==> config.mk <==
export PLATFORM = sky130hd
export DESIGN_NAME = pe_ctrl_responder
export DESIGN_NICKNAME = d
export VERILOG_FILES = /design/src/rtl/pe_ctrl_pkg.sv /design/src/rtl/pe_ctrl_watchdog.sv /design/src/rtl/pe_ctrl_responder.sv
export SDC_FILE = /design/constraint.sdc
export NUM_CORES = 1
export LEC_CHECK = 0
export ABC_AREA = 1
export CORE_MARGIN = 3
export CORE_UTILIZATION = 40
export CTS_BUF_LIST = sky130_fd_sc_hd__clkbuf_2 sky130_fd_sc_hd__clkbuf_4 sky130_fd_sc_hd__clkbuf_8
export DETAILED_ROUTE_END_ITERATION = 8
export GPL_ROUTABILITY_DRIVEN = 1
export PLACE_DENSITY = 0.69
export SLEW_MARGIN = 20
export SYNTH_ARGS = -nofsm -noshare
export SYNTH_HDL_FRONTEND = slang
export SYNTH_SLANG_ARGS = --single-unit
==> constraint.sdc <==
create_clock -name clk -period 1.3 [get_ports clk]
set_clock_uncertainty 0.05 [all_clocks]
set_input_delay 0.26 -clock clk [delete_from_list [all_inputs] [get_ports clk]]
set_output_delay 0.26 -clock clk [all_outputs]
set_load 0.02 [all_outputs]
==> src/rtl/pe_ctrl_pkg.sv <==
// Shared types and defaults for the PE-side start/done token responder.
package pe_ctrl_pkg;

    typedef enum logic [1:0] {IDLE, ISSUE, WAIT, REPORT} state_t;

    localparam int NUM_OPS_DEF     = 25;
    localparam int TIMEOUT_CYC_DEF = 1024;

    // Index width with a floor of one bit so NUM_OPS=1 still has a port.
    function automatic int idx_w(input int n);
        return (n > 1) ? $clog2(n) : 1;
    endfunction

endpackage

==> src/rtl/pe_ctrl_watchdog.sv <==
// WAIT-cycle watchdog: cleared per operation, counts while enabled,
// flags the LIMIT-th enabled cycle. Only built with PE_CTRL_TIMEOUT_EN.
module pe_ctrl_watchdog #(
    parameter int LIMIT = 1024
) (
    input  logic clk,
    input  logic reset,
    input  logic clear,
    input  logic enable,
    output logic expire
);
    localparam int CW = $clog2(LIMIT + 1);

    logic [CW-1:0] cnt;

    always_ff @(posedge clk) begin
        if (reset || clear)
            cnt <= '0;
        else if (enable && cnt != CW'(LIMIT))
            cnt <= cnt + CW'(1);
    end

    // cnt holds the number of enabled cycles already elapsed
    assign expire = enable && (cnt == CW'(LIMIT - 1));

endmodule

==> src/rtl/pe_ctrl_responder.sv <==
// PE-side endpoint of the start/done token protocol: one start token runs
// NUM_OPS go/done operations, then returns one done token. Optional
// watchdog under the PE_CTRL_TIMEOUT_EN macro.
module pe_ctrl_responder
    import pe_ctrl_pkg::*;
#(
    parameter int NUM_OPS     = NUM_OPS_DEF,
    parameter int OP_W        = idx_w(NUM_OPS),
    parameter int TIMEOUT_CYC = TIMEOUT_CYC_DEF
) (
    input  logic            clk,
    input  logic            reset,
    input  logic            start_valid,
    output logic            start_ready,
    input  logic            start_flag,
    output logic            op_go,
    output logic [OP_W-1:0] op_idx,
    input  logic            op_done,
    output logic            done_valid,
    input  logic            done_ready,
    output logic            done_flag,
    output logic            done_err,
    output logic            busy
);
    state_t state;
    logic   flag;
    logic   wd_expire;
    logic   last_op;

    assign last_op = (op_idx == OP_W'(NUM_OPS - 1));

`ifdef PE_CTRL_TIMEOUT_EN
    pe_ctrl_watchdog #(.LIMIT(TIMEOUT_CYC)) u_wd (
        .clk    (clk),
        .reset  (reset),
        .clear  (state == ISSUE),
        .enable (state == WAIT),
        .expire (wd_expire)
    );
`else
    logic timeout_unused;
    assign timeout_unused = (TIMEOUT_CYC > 0);
    assign wd_expire      = 1'b0;
`endif

    // Every output is a register updated alongside the state.
    always_ff @(posedge clk) begin
        if (reset) begin
            state       <= IDLE;
            op_idx      <= '0;
            flag        <= 1'b0;
            start_ready <= 1'b1;
            op_go       <= 1'b0;
            done_valid  <= 1'b0;
            done_flag   <= 1'b0;
            done_err    <= 1'b0;
            busy        <= 1'b0;
        end else begin
            op_go <= 1'b0;
            case (state)
                IDLE: begin
                    if (start_valid) begin
                        flag        <= start_flag;
                        op_idx      <= '0;
                        state       <= ISSUE;
                        op_go       <= 1'b1;
                        start_ready <= 1'b0;
                        busy        <= 1'b1;
                    end
                end
                ISSUE: state <= WAIT;
                WAIT: begin
                    // a completion in the expiry cycle takes priority
                    if (op_done) begin
                        if (last_op) begin
                            state      <= REPORT;
                            done_valid <= 1'b1;
                            done_flag  <= flag;
                            done_err   <= 1'b0;
                        end else begin
                            op_idx <= op_idx + OP_W'(1);
                            state  <= ISSUE;
                            op_go  <= 1'b1;
                        end
                    end else if (wd_expire) begin
                        state      <= REPORT;
                        done_valid <= 1'b1;
                        done_flag  <= flag;
                        done_err   <= 1'b1;
                    end
                end
                REPORT: begin
                    if (done_ready) begin
                        state       <= IDLE;
                        done_valid  <= 1'b0;
                        done_flag   <= 1'b0;
                        done_err    <= 1'b0;
                        start_ready <= 1'b1;
                        busy        <= 1'b0;
                    end
                end
                default: state <= IDLE;
            endcase
        end
    end

endmodule
==> results.sh <==
export IMPL_r2r_cells=8
export IMPL_ys_top_cells_by_area="dfxtp_1, nand2_1, nand3_1"
export IMPL_setup_violations_final=0
export IMPL_critPathCaptureType="output pin"
export IMPL_drc=0
export IMPL_place_congestion=0.868
export IMPL_rows=14
export IMPL_dieArea_mm2=0.00223
export IMPL_grt_antenna_before_repair=0
export IMPL_drtPass1Iterations=4
export IMPL_core_area_mm2=0.00156
export IMPL_overflow=0
export IMPL_drtAntennaViolNets=0
export IMPL_area_growth_syn_to_layout_pct=44.7
export IMPL_fin_cells=147
export IMPL_min_period_over_period_pct=98.1
export IMPL_grt_max_degree=8
export IMPL_clkTransAtPathRegs_ns=0.08
export IMPL_leakage_nw=0.466
export IMPL_pin_count=17
export IMPL_syn_area_um2=681
export IMPL_cp_num_buf_inv=1
export IMPL_yosysTopAreaCell="dfxtp_1"
export IMPL_routed_wl_mm=1.63
export IMPL_finalHoldViolCount=0
export IMPL_slowest_stage="dfxtp_2"
export IMPL_avgRoutedWirePerCell_um=11.1
export IMPL_holdPathStages=2
export IMPL_placedCellCount=142
export IMPL_p_total_mw=0.995
export IMPL_critPathLaunchType="flop"
export IMPL_period_minus_slack_ns=1.27
export IMPL_hold_buffers=0
export IMPL_cap_viol_max_count=0
export IMPL_yosys_warnings=0
export IMPL_synth_top_cell_area_share_pct=38.2
export IMPL_timing_rr_end="op_go"
export IMPL_timing_fmax_mhz=784
export IMPL_reg2reg_slack_ns=0.08
export IMPL_critPathRequiredTime_ns=0.99
export IMPL_worstPathMaxFanout=3
export IMPL_cts_sinks=13
export IMPL_min_from="done_flag"
export IMPL_nets=140
export IMPL_clk_latency_ns=0.28
export IMPL_die_h_um=47.3
export IMPL_p_per_area_mw_per_mm2=1010
export IMPL_path_delay_family="flip-flops"
export IMPL_die_width_um=47.3
export IMPL_ir_worst_vdd_mv=0.572
export IMPL_cts_inserted_buffers=3
export IMPL_rsz0062_at_grt="yes"
export IMPL_clock_path_buffers=2
export IMPL_syn_inst=102
export IMPL_vias=709
export IMPL_cts_tree="yes"
export IMPL_cp_cell_sequence="dlygate4sd2_1"
export IMPL_status="finished, final reports clean"
export IMPL_min_path_type="reg -> reg"
export IMPL_synth_avg_cell_area_um2=6.67
export IMPL_arrival_ns=0.96
export IMPL_synth_cell_types=19
export IMPL_diodes=0
export IMPL_place_hpwl_mm=1.20
export IMPL_grt_usage_pct=15.9
export IMPL_drv_slew=0
export IMPL_ys_seq_area_share_pct=38.2
export IMPL_reg2reg_from="op_idx[0]"
export IMPL_initial_core_util_pct=43.7
export IMPL_min_to="done_flag"
export IMPL_synth_seq_cells=13
export IMPL_cp_slowest_stage_delay_ns=0.35
export IMPL_vias_per_cell=4.82
export IMPL_ctsHtreeMaxLevel=1
export IMPL_root_buffer="clkbuf_4"
export IMPL_grt_pass1_vias=613
export IMPL_drt_iter0_drc=6
export IMPL_syn_nets=110
export IMPL_port_buffers=15
export IMPL_drive_above_1_share_pct=28.2
export IMPL_grt_pass1_wl_mm=2.48
export IMPL_crit_type="reg -> out"
[stage by stage]
step           hold WS (ns)  instance area (µm²)  util (%)  setup WS (ns)  setup TNS (ns)
2_1_floorplan         0.272                  683         -        0.00436               0
3_3_place_gp          0.397                  921      59.1         -0.124          -0.769
3_5_place_dp          0.397                  921      59.1         -0.172           -1.05
4_1_cts               0.414                  938      60.2        0.00594               0
5_1_grt               0.429                  985      63.2        -0.0139         -0.0157
6_report              0.410                  985      63.2         0.0252               0
[layout by cell type, fill, tap and decap left out, drive strengths merged]
cell,synthesis,layout
conb,1,1
clkbuf,0,6
nand4,2,2
nand2,31,31
buf,1,11
or2,1,1
a31oi,1,1
and2,1,1
clkdlybuf4s50,0,5
ha,2,2
dfxtp,13,13
dlygate4sd2,0,8
nor2,16,16
inv,13,13
nand3,13,13
o21ai,2,2
a21oi,5,5
[sequential cells by signal, indices dropped and copies added, names as in the netlist]
register / count
busy: 1
done_flag: 1
done_valid: 1
op_idx: 5
op_go: 1
start_ready: 1
flag: 1
state: 2
[logic make-up after synthesis]
family / after synthesis / synth area share (%)
other cells: 1 / 0.551
flops: 13 / 38.2
fa+ha+maj: 2 / 3.68
compound gates: 8 / 6.07
simple gates: 64 / 43.2
buf+inv: 14 / 8.27
[power by group]
| part | internal, mW | switching [mW] | total [mW] | leakage (nW) |
|---|---|---|---|---|
| clock | 0.140 | 0.138 | 0.278 | 0.0184 |
| combinational | 0.111 | 0.152 | 0.263 | 0.339 |
| sequential | 0.430 | 0.0253 | 0.455 | 0.108 |
[worst max path at each step]
stage          startpoint          to  slack [ns]  depth (start not counted)
3_3_place_gp      op_done   op_idx[4]       -0.12                          6
3_5_place_dp      op_done   op_idx[4]       -0.17                          7
5_1_grt         op_idx[0]   op_idx[4]       -0.01                          9
6_report        op_idx[0]   op_idx[0]        0.03                          1
2_1_floorplan   op_idx[0]   done_flag       0.004                          9
4_1_cts         op_idx[0]  done_valid       0.006                          9
[cells in the mapped netlist]
library cell  count
ha_1              2
nand4_1           2
o21ai_0           2
a21oi_1           5
nand3_4           1
inv_2             2
nand2_2           2
nor2_4            1
dfxtp_1          13
conb_1            1
buf_4             1
a31oi_1           1
nor2_2            1
nand2_1          29
and2_1            1
nand3_1          12
nor2_1           14
or2_1             1
inv_1            11
[per-layer routing]
metal | GRT usage [%] | share of wire (%) | vias up
met5 | 0 | 0 | -
met4 | 8.29 | 2.2 | 0
met3 | 2.68 | 4.7 | 5
met2 | 24.6 | 48 | 21
met1 | 20.9 | 45 | 306
li1 | - | - | 377
[layout make-up]
type                            count  area, µm²
Inverter                           13       48.8
Timing Repair Buffer               26        213
Clock buffer                        4       30.0
Sequential cell                    13        264
Tap cell                           16       20.0
Fill cell                         159        574
Multi-Input combinational cell     75        409
[what timing repair did]
action                                  4_1_cts  5_1_grt
pin swaps                                     0        2
endpoints found under the setup margin       10       10
buffers inserted                              0        1
resized for setup                            10       20
Note: power is estimated with default switching activity, not from simulation.
